`config.mk`:
```
export PLATFORM = sky130hd
export DESIGN_NAME = uart16550_rx
export DESIGN_NICKNAME = d
export VERILOG_FILES = /design/src/rtl/uart16550_rx.sv
export SDC_FILE = /design/constraint.sdc
export NUM_CORES = 1
export LEC_CHECK = 0
export CAP_MARGIN = 20
export CORE_ASPECT_RATIO = 1.75
export CORE_UTILIZATION = 60
export DETAILED_ROUTE_END_ITERATION = 7
export PLACE_DENSITY = 0.85
export SLEW_MARGIN = 20
export SYNTH_ARGS = -nofsm -noshare
export SYNTH_HDL_FRONTEND = slang
export SYNTH_SLANG_ARGS = --single-unit
```
`constraint.sdc`:
```
create_clock -name clk_i -period 3.3 [get_ports clk_i]
set_input_delay 0.66 -clock clk_i [delete_from_list [all_inputs] [get_ports clk_i]]
set_output_delay 0.66 -clock clk_i [all_outputs]
set_load 0.1 [all_outputs]
```
`src/rtl/uart16550_rx.sv`:
```
// UART receive engine: oversampled start/data/parity/stop recovery with break
// detection, emitting one {bi, fe, pe, d[7:0]} Rx FIFO word per character.
module uart16550_rx #(
    parameter int OVERSAMPLE  = 16,
    parameter int SYNC_STAGES = 2,
    parameter int MAJORITY    = 1
) (
    input  logic        clk_i,
    input  logic        rst_i,
    input  logic        baud_tick_i,
    input  logic        sin_i,
    input  logic [1:0]  wls_i,
    input  logic        pen_i,
    input  logic        eps_i,
    input  logic        stick_parity_i,
    output logic        rx_we_o,
    output logic [10:0] rx_d_o,
    output logic        busy_o
);

    localparam int CW = $clog2(OVERSAMPLE);
    localparam logic [CW-1:0] CNT_LAST = CW'(OVERSAMPLE - 1);
    localparam logic [CW-1:0] CNT_PRE  = CW'(OVERSAMPLE / 2 - 1);
    localparam logic [CW-1:0] CNT_MID  = CW'(OVERSAMPLE / 2);
    localparam logic [CW-1:0] CNT_RES  = (MAJORITY != 0) ? CW'(OVERSAMPLE / 2 + 1) : CNT_MID;

    typedef enum logic [2:0] {
        ST_IDLE,
        ST_START,
        ST_DATA,
        ST_PARITY,
        ST_STOP,
        ST_BRK
    } state_e;

    state_e                 state_q, state_d;
    logic [CW-1:0]          cnt_q, cnt_d;
    logic [2:0]             idx_q, idx_d;
    logic [7:0]             d_q, d_d;
    logic [1:0]             samp_q, samp_d;
    logic [1:0]             wls_q, wls_d;
    logic                   pen_q, pen_d;
    logic                   eps_q, eps_d;
    logic                   stick_q, stick_d;
    logic                   par_bit_q, par_bit_d;
    logic                   pe_q, pe_d;
    logic                   rx_we_q, rx_we_d;
    logic [10:0]            rx_d_q, rx_d_d;
    logic [SYNC_STAGES-1:0] sync_q, sync_d;

    logic sin_s;
    logic bit_val;
    logic resolve;
    logic wrap;
    logic exp_par;
    logic stop_bi;

    assign sin_s   = sync_q[SYNC_STAGES-1];
    // samp_q[1] holds the pre-centre sample, samp_q[0] the centre sample.
    assign bit_val = (MAJORITY != 0)
                   ? ((samp_q[1] & samp_q[0]) | (samp_q[1] & sin_s) | (samp_q[0] & sin_s))
                   : sin_s;
    assign resolve = baud_tick_i && (cnt_q == CNT_RES);
    assign wrap    = (cnt_q == CNT_LAST);
    assign exp_par = stick_q ? ~eps_q : (^d_q ^ eps_q ^ 1'b1);
    assign stop_bi = (d_q == 8'h00) && (!pen_q || !par_bit_q) && !bit_val;

    // NOTE: every _d gets its hold value first so no path leaves a latch behind.
    always_comb begin
        state_d   = state_q;
        cnt_d     = cnt_q;
        idx_d     = idx_q;
        d_d       = d_q;
        samp_d    = samp_q;
        wls_d     = wls_q;
        pen_d     = pen_q;
        eps_d     = eps_q;
        stick_d   = stick_q;
        par_bit_d = par_bit_q;
        pe_d      = pe_q;
        rx_we_d   = 1'b0;
        rx_d_d    = rx_d_q;
        sync_d    = {sync_q[SYNC_STAGES-2:0], sin_i};

        if (baud_tick_i) begin
            cnt_d = wrap ? '0 : cnt_q + 1'b1;
            if (cnt_q == CNT_PRE) samp_d[1] = sin_s;
            if (cnt_q == CNT_MID) samp_d[0] = sin_s;

            unique case (state_q)
                ST_IDLE: begin
                    cnt_d = '0;
                    if (!sin_s) begin
                        state_d   = ST_START;
                        cnt_d     = CW'(1);
                        idx_d     = 3'd0;
                        d_d       = 8'h00;
                        pe_d      = 1'b0;
                        par_bit_d = 1'b0;
                        wls_d     = wls_i;
                        pen_d     = pen_i;
                        eps_d     = eps_i;
                        stick_d   = stick_parity_i;
                    end
                end
                ST_START: begin
                    if (resolve && bit_val) begin
                        state_d = ST_IDLE;
                        cnt_d   = '0;
                    end else if (wrap) begin
                        state_d = ST_DATA;
                        idx_d   = 3'd0;
                    end
                end
                ST_DATA: begin
                    if (resolve) d_d[idx_q] = bit_val;
                    if (wrap) begin
                        if (idx_q == ({1'b0, wls_q} + 3'd4)) begin
                            state_d = pen_q ? ST_PARITY : ST_STOP;
                        end else begin
                            idx_d = idx_q + 3'd1;
                        end
                    end
                end
                ST_PARITY: begin
                    if (resolve) begin
                        par_bit_d = bit_val;
                        pe_d      = (bit_val != exp_par);
                    end
                    if (wrap) state_d = ST_STOP;
                end
                ST_STOP: begin
                    // Leaving at mid-stop lets a following start bit be seen early.
                    if (resolve) begin
                        rx_we_d = 1'b1;
                        rx_d_d  = {stop_bi, ~bit_val, pe_q, d_q};
                        state_d = stop_bi ? ST_BRK : ST_IDLE;
                        cnt_d   = '0;
                    end
                end
                ST_BRK: begin
                    cnt_d = '0;
                    if (sin_s) state_d = ST_IDLE;
                end
                default: begin
                    state_d = ST_IDLE;
                    cnt_d   = '0;
                end
            endcase
        end
    end

    // NOTE: state updates use <= so every flop samples the pre-edge values.
    always_ff @(posedge clk_i) begin
        if (rst_i) begin
            state_q   <= ST_IDLE;
            cnt_q     <= '0;
            idx_q     <= 3'd0;
            d_q       <= 8'h00;
            samp_q    <= 2'b11;
            wls_q     <= 2'b00;
            pen_q     <= 1'b0;
            eps_q     <= 1'b0;
            stick_q   <= 1'b0;
            par_bit_q <= 1'b0;
            pe_q      <= 1'b0;
            rx_we_q   <= 1'b0;
            rx_d_q    <= 11'h000;
            sync_q    <= '1;
        end else begin
            state_q   <= state_d;
            cnt_q     <= cnt_d;
            idx_q     <= idx_d;
            d_q       <= d_d;
            samp_q    <= samp_d;
            wls_q     <= wls_d;
            pen_q     <= pen_d;
            eps_q     <= eps_d;
            stick_q   <= stick_d;
            par_bit_q <= par_bit_d;
            pe_q      <= pe_d;
            rx_we_q   <= rx_we_d;
            rx_d_q    <= rx_d_d;
            sync_q    <= sync_d;
        end
    end

    assign rx_we_o = rx_we_q;
    assign rx_d_o  = rx_d_q;
    assign busy_o  = (state_q != ST_IDLE);

endmodule

```
# Word-level counts from Yosys, hierarchy flattened
# Index checks and enable logic that the tools add are counted.
# classes
n_bitwise	12
order_cmp	2
n_reduce_logical	26
n_eq_ne	23
muxes	35
add_sub_neg	3
# op_table
op	count
$mux W3	15
$ne A2 B2 Y1 const B	11
$pmux W3 S6	1
$mux W8	2
$pmux W4 S4	1
$pmux W8 S2	1
$eq A4 B4 Y1 const B	3
$mux W4	3
$pmux W3 S3	1
$bwmux W8	1
$logic_not A8 Y1	1
$reduce_and A4 Y1	2
$reduce_and A8 Y1	1
$reduce_xor A8 Y1	1
$mux W1	7
$reduce_and A7 Y1	1
$eq A3 B2 Y1 const B	2
$eq A3 B3 Y1 const B	2
$not A1 Y1	6
$reduce_and A3 Y1	2
$reduce_bool A3 Y1	2
$logic_and A1 B1 Y1	5
$add A4 B1 Y4 const B	1
$eq A4 B3 Y1 const B	1
other kinds (20)	28
# word_totals
word_cells	116
input_bits	9
ff_bits	41

# Logic depth before layout (Yosys ltp)
# depth
ltp_word	8
ltp_mapped	8
depth_no_buf	7

# Worst setup path after synthesis
# No wires, ideal clock.
# synth_timing
kind	input to register
from	input port baud_tick_i
to	register state_q[2]
required_ns	3.214
arrival_time_ns	1.861
setup_slack_ns	1.353
stages	6
cell_sequence	buf_4 nand4b_1 o2111ai_1 o31a_1 or3b_1 a211oi_1
# synth_between
elab_chain_cells	4
# synth_lines
element	line_no	source
from (decl)	10	input logic baud_tick_i,
$logic_and A1 B1 Y1	63	assign resolve = baud_tick_i && (cnt_q == CNT_RES);
$logic_and A1 B1 Y1	107	if (resolve && bit_val) begin
$ne A3 B3 Y1 (no source line) or $mux W3 (tied branches)	--	
$reduce_and A8 Y1 (no source line) or $pmux W3 S6 (tied branches)	--	
to (signal assigned)	171	state_q <= state_d;
to (decl)	36	state_e state_q, state_d;
# Several ways; a longest one is shown, not always the timed one.
# A chain may end at the register's enable or synchronous reset.

# Worst setup path in the final report
# Ends and elaborated chain as after synthesis.

==> flow_summary.json <==
{
  "synth.cell_area_um2": 2140,
  "gp_congestion": 0.895,
  "drt_iter0_markers": 73,
  "worstMarginPinSlew_ns": 0.679,
  "rsz0062_at_grt": "false",
  "cp.required_ns": 3.53,
  "finalWirelength_mm": 5.00,
  "ctsResizeCount": 0,
  "port_buffers": 21,
  "synth_nets": 282,
  "grt_pass1_vias": 1762,
  "clk_latency_ns": 0.31,
  "slew_headroom_pct": 54.5,
  "use_met1_pct": 31.4,
  "antenna_found_initial": 0,
  "drtPass1Iterations": 5,
  "rows": 28,
  "dieHeight_um": 81.0,
  "cts_tree": "yes",
  "die_w_um": 47.2,
  "fin_crit_ns": 2.41,
  "worst_hold_slack_ns": 0.419,
  "placed_area_um2": 2320,
  "yosys_warnings": 0,
  "dp_hpwl_mm": 3.59,
  "overflow": 0,
  "clkSlewWorstSetupHoldPaths_ns": 0.08,
  "post_drt_wl_per_cell_um": 15.4,
  "path_class": "primary input to flip-flop",
  "vias_per_cell": 6.11,
  "hold_class": "flip-flop to flip-flop",
  "synth_cell_type_count": 49,
  "crit_slowest_cell": "clkdlybuf4s50_1",
  "max_freq_ghz": 0.415,
  "track_usage_pct": 29.5,
  "cp_max_fo": 11,
  "status": "complete, no violations",
  "worst_setup_path_end_kind": "flip-flop",
  "crit_arrival_ns": 2.64,
  "path_buf_inv": 1,
  "fin_ws_ns": 0.890,
  "layout_common_cells": "dfxtp_1, nor2_1, nand2_1",
  "cp-start-kind": "primary input",
  "maxSlewViolCount": 0,
  "drc_errors": 0,
  "hold_viol": 0,
  "fin_crit_sh_pct": 73.0,
  "cts_sinks": 41,
  "layout-drive-gt1-share_pct": 10.7,
  "synth-edff-count": 0,
  "hold_buffers": 0,
  "core_um2": 3400,
  "fin_skew_ns": 0.00480,
  "die_area_um2": 3820,
  "grt.busiest_layer": "met2",
  "grt_max_degree": 45,
  "nets": 296,
  "num_vias": 1986,
  "grtUsageMet2_pct": 49.4,
  "io_pins": 22,
  "slowest_delay_ns": 0.66,
  "avgSynthCellArea_um2": 8.08,
  "power.density_nw_per_um2": 419,
  "setup_viol_count_final": 0,
  "use_met3_pct": 8.22,
  "synthFlopType": "dfxtp_1",
  "dp_slack_ns": 0.608,
  "ys_ff_latch": 41,
  "detail-route-antenna-nets": 0,
  "final_area_um2": 2440,
  "htree_levels": 2,
  "clockRootBuffer": "clkbuf_8",
  "numCtsBuffers": 5,
  "syn2layout_area_growth_pct": 13.8,
  "grt_pass1_wl_mm": 7.94,
  "async_flop_share_pct": 0,
  "placedCellCount": 317,
  "tns_ns": 0,
  "yosysSeqAreaShare_pct": 38.3,
  "fin_cells": 325,
  "cp_cell_sequence": "clkdlybuf4s50_1 -> and4b_1 -> a21oi_2 -> a31o_1 -> or3b_1 -> a211oi_1",
  "final_common_cell": "dfxtp_1",
  "num_antenna_cells": 0,
  "start_util_pct": 63.0,
  "clk_path_buf_depth": 2,
  "leakagePower_nw": 0.877,
  "cap_violations": 0,
  "ir_drop_v": 0.000487,
  "postCtsSetupRepairBufs": 0,
  "syn_inst": 265,
  "cp_top_family": "simple AND/OR/NAND/NOR gates"
}
Yosys cell counts (all sizes together), types with 2 or more instances:
| library cell | number | share of area, % |
|---|---|---|
| mux2i | 5 | 2.3 |
| or2 | 3 | 0.88 |
| nand2 | 27 | 4.7 |
| a211o | 3 | 1.2 |
| nand4b | 4 | 1.6 |
| nor3 | 2 | 0.70 |
| a31oi | 2 | 0.58 |
| dfxtp | 41 | 38 |
| o41ai | 2 | 0.82 |
| nand4 | 4 | 1.2 |
| clkbuf | 11 | 1.9 |
| o2111ai | 2 | 0.82 |
| o32ai | 6 | 2.5 |
| and3 | 2 | 0.58 |
| nand3 | 10 | 2.3 |
| o21ai | 8 | 1.9 |
| inv | 17 | 3.0 |
| nand2b | 6 | 1.8 |
| a211oi | 2 | 0.70 |
| nand3b | 5 | 1.8 |
| ha | 8 | 4.7 |
| nor2 | 33 | 5.8 |
| o31ai | 3 | 1.1 |
| a21oi | 27 | 6.5 |
| buf | 5 | 1.5 |
| xnor2 | 7 | 2.9 |
metal layers:
layer | up-vias | wire length, µm
met5 | - | 0
met4 | 0 | 147
met3 | 16 | 239
met2 | 67 | 2740
met1 | 941 | 1880
li1 | 962 | -
state kept, by name (all words and copies together), names as in the netlist:
signal	count
samp_q	2
eps_q	1
state_q	3
par_bit_q	1
sync_q	2
stick_q	1
pe_q	1
d_q	8
rx_d_o	11
pen_q	1
wls_q	2
rx_we_o	1
cnt_q	4
idx_q	3
worst register-to-register path, delay by kind of cell (launching register included):
kind,cells,cell delay [ns]
buffers and inverters,1,0.18
DFF,1,0.45
and+or+nand+nor,3,1.05
muxes,1,0.26
layout make-up:
type / count / area, µm²
Clock buffer: 6 / 82.6
Clock inverter: 2 / 37.5
Fill cell: 296 / 962
Inverter: 17 / 63.8
Multi-Input combinational cell: 191 / 1180
Sequential cell: 41 / 821
Tap cell: 45 / 56.3
Timing Repair Buffer: 23 / 193
per-stage QoR:
stage / power [mW] / util, %
final: 1.02 / 71.7
after global routing: 1.06 / 71.7
after CTS: 1.02 / 71.7
after detailed placement: 0.599 / 68.2
after global placement: 0.599 / 68.2
after floorplan: 0.576 / -
path summary, 6_finish.rpt:
check,depth (start not counted),slack [ns],endpoint,from
worst max register to register,5,1.23,wls_q[1],state_q[0]
worst max-delay path,6,0.89,state_q[2],baud_tick_i
worst min register to register,1,0.42,sync_q[1],sync_q[0]
worst min-delay path,1,0.42,sync_q[1],sync_q[0]
where the power goes:
group / switching, mW / total [mW] / leakage (nW) / internal, mW
Clock: 0.186 / 0.432 / 0.0574 / 0.246
Combinational: 0.0506 / 0.0797 / 0.489 / 0.0291
Sequential: 0.00956 / 0.509 / 0.331 / 0.500
Total: 0.246 / 1.02 / 0.877 / 0.775
cells by family after synthesis:
kind of cell,Yosys count,synth area share (%)
buf+inv,33,6.43
flops,41,38.3
mux,5,2.34
fa+ha+maj,9,5.32
compound gates,65,19.9
xor+xnor,7,2.86
simple gates,105,24.8
(Power assumes the default switching activity.)
==> RTL edit: new RTL, same flow settings <==
Encoding of `state_e`: now Gray code (3 bits for 6 states).
--- a/src/rtl/uart16550_rx.sv
+++ b/src/rtl/uart16550_rx.sv
@@ -25,12 +25,12 @@
     localparam logic [CW-1:0] CNT_RES  = (MAJORITY != 0) ? CW'(OVERSAMPLE / 2 + 1) : CNT_MID;
 
     typedef enum logic [2:0] {
-        ST_IDLE,
-        ST_START,
-        ST_DATA,
-        ST_PARITY,
-        ST_STOP,
-        ST_BRK
+        ST_IDLE   = 3'b000,
+        ST_START  = 3'b001,
+        ST_DATA   = 3'b011,
+        ST_PARITY = 3'b010,
+        ST_STOP   = 3'b110,
+        ST_BRK    = 3'b111
     } state_e;
 
     state_e                 state_q, state_d;
Function: no difference found for any inputs over 10 cycles, from zero or initial values and one cycle with rst_i high; not proved beyond that.
==> RTL edit against the unedited design <==
  * Worst setup slack improved by 41 ps
  * Final area decreased by 2.2%
  * Via count decreased by 5.9%
  * Routed wire length decreased by 12%
  * First-iteration DRC count decreased by 29%
  * Die area decreased by 0.62%
  * Sequential cell count unchanged
  * Register-to-register slack improved by 190 ps
  * Total power decreased by 13%
  * Area after synthesis decreased by 0.64%
  * Cell count decreased by 1.5%
  * Count of clock-buffer cells in the layout unchanged
  * Non-clock buffer count unchanged
==> RTL edit: results (changes against the unedited design) <==
Outcome
  – Status: complete, no violations

Worst setup path
  – CP delay by family, top: buffers and inverters
  – Setup crit end: rx_we_o
  – Worst-path fanout max: 1 (-10)
  – Data arrival, critical path: 1710 ps (-930 ps)
  – R2R Path End: state_q[0]$_SDFFE_PP0P_
  – Worst reg-to-reg setup slack: 1420 ps (+190 ps)
  – Slowest stage delay, CP: 1120 ps (+460 ps)
  – Worst Setup SP: rx_we_o$_SDFF_PP0_

Global route
  – Largest net degree at the start of global routing: 17 (-62%)
  – Tot GR Track Use: 26.89% (-2.6 points)
  – Met3 usage: 4.667% (-3.6 points)
  – Met2 Use GR: 47.64% (-1.8 points)
  – M1 GR Usage: 25.07% (-6.4 points)
  – Vias in the first global route: 1757 (-0.28%)
  – Global-route wire length before repair: 7.307 mm (-8.0%)

Route
  – Met1 WL: 1.594 mm (-15%)
  – Initial DRC count: 52 (-29%)
  – Routed WL: 4.407 mm (-12%)
  – Met2 WL: 2.345 mm (-14%)
  – Met3 Routed Length: 198 um (-17%)

Layout
  – Multi-input gate area: 1169 sq um (-1.2%)
  – Invs w/o clock: 16 (-1)
  – #MultiIn Comb: 187 (-2.1%)
  – Clock-cell share of area: 3.465% (-1.5 points)
  – Sequential cell area share: 34.44% (+0.74 points)
  – Seq Cell Count: 41 (unchanged)
  – Layout non-clock buf frac: 8.189% (+0.28 points)
  – Layout cells sized above 1: 12.00% (+1.3 points)

Synthesis
  – Netlist cell types: 47 (-4.1%)
  – Post-Synthesis Net Count: 277 (-1.8%)
  – Mux share of post-synthesis cell area: 2.824% (+0.49 points)
  – Post-synth top cells: 41 x dfxtp_1, 36 x nand2_1, 24 x a21oi_1, 24 x nor2_1, 14 x inv_1
  – Compound-Gate Fraction of Synth Area: 19.76% (-0.11 points)
  – Seq/Total Area, Yosys: 38.59% (+0.25 points)
  – Post-synthesis adder-cell area fraction: 5.235% (-0.083 points)
  – Top post-synthesis cells by area: dfxtp_1 39%, nand2_1 6.4%, a21oi_1 5.6%, ha_1 4.7%, nor2_1 4.2%

Clocking
  – Clk_lat worst skew: 290 ps (-20 ps)

Placement
  – Post-DP HPWL: 3.328 mm (-7.2%)
  – Final Wtd Congestion: 0.9560 (+6.8%)
  – Placed Area: 2301 sq um (-0.65%)

Timing
  – Hold WS: 413.5 ps (-5.308 ps)
  – Max-slew headroom: 36.12% (-18 points)

Power and ir drop
  – Maximum VDD drop: 0.0003601 V (-26%)
  – Leakage: 0.0008698 uW (-0.84%)
## RTL edit: changes by cell type after synthesis, moves of 3 or more
cell / before / now
o31ai_1: 3 / 0
inv_1: 17 / 14
nand2_1: 27 / 36
o21ai_1: 0 / 5
nor2_1: 33 / 24
o21a_1: 0 / 5
buf_2: 2 / 5
o21ai_0: 8 / 2
nor3_1: 1 / 4
## RTL edit: report_power, final
part	leakage (uW)	switching, uW	internal (uW)
sequential	0.000331	8.17	499
combinational	0.000494	43.4	27.3
clock	0.0000450	163	146
total	0.000870	214	673
## RTL edit: stage by stage
stage / utilization (%) / setup slack, ps / std cells
after floorplan: - / 1421 / 260
after global placement: 67.71 / 815.1 / 312
after detailed placement: 67.71 / 748.2 / 312
after CTS: 70.14 / 922.1 / 320
after global routing: 70.14 / 794.1 / 320
final: 70.14 / 931.0 / 320
## RTL edit: worst register-to-register path, delay by kind of cell, from the launching register on
kind	cells	cell delay [ps]
simple gates	3	600
flops	1	630
compound gates	2	580
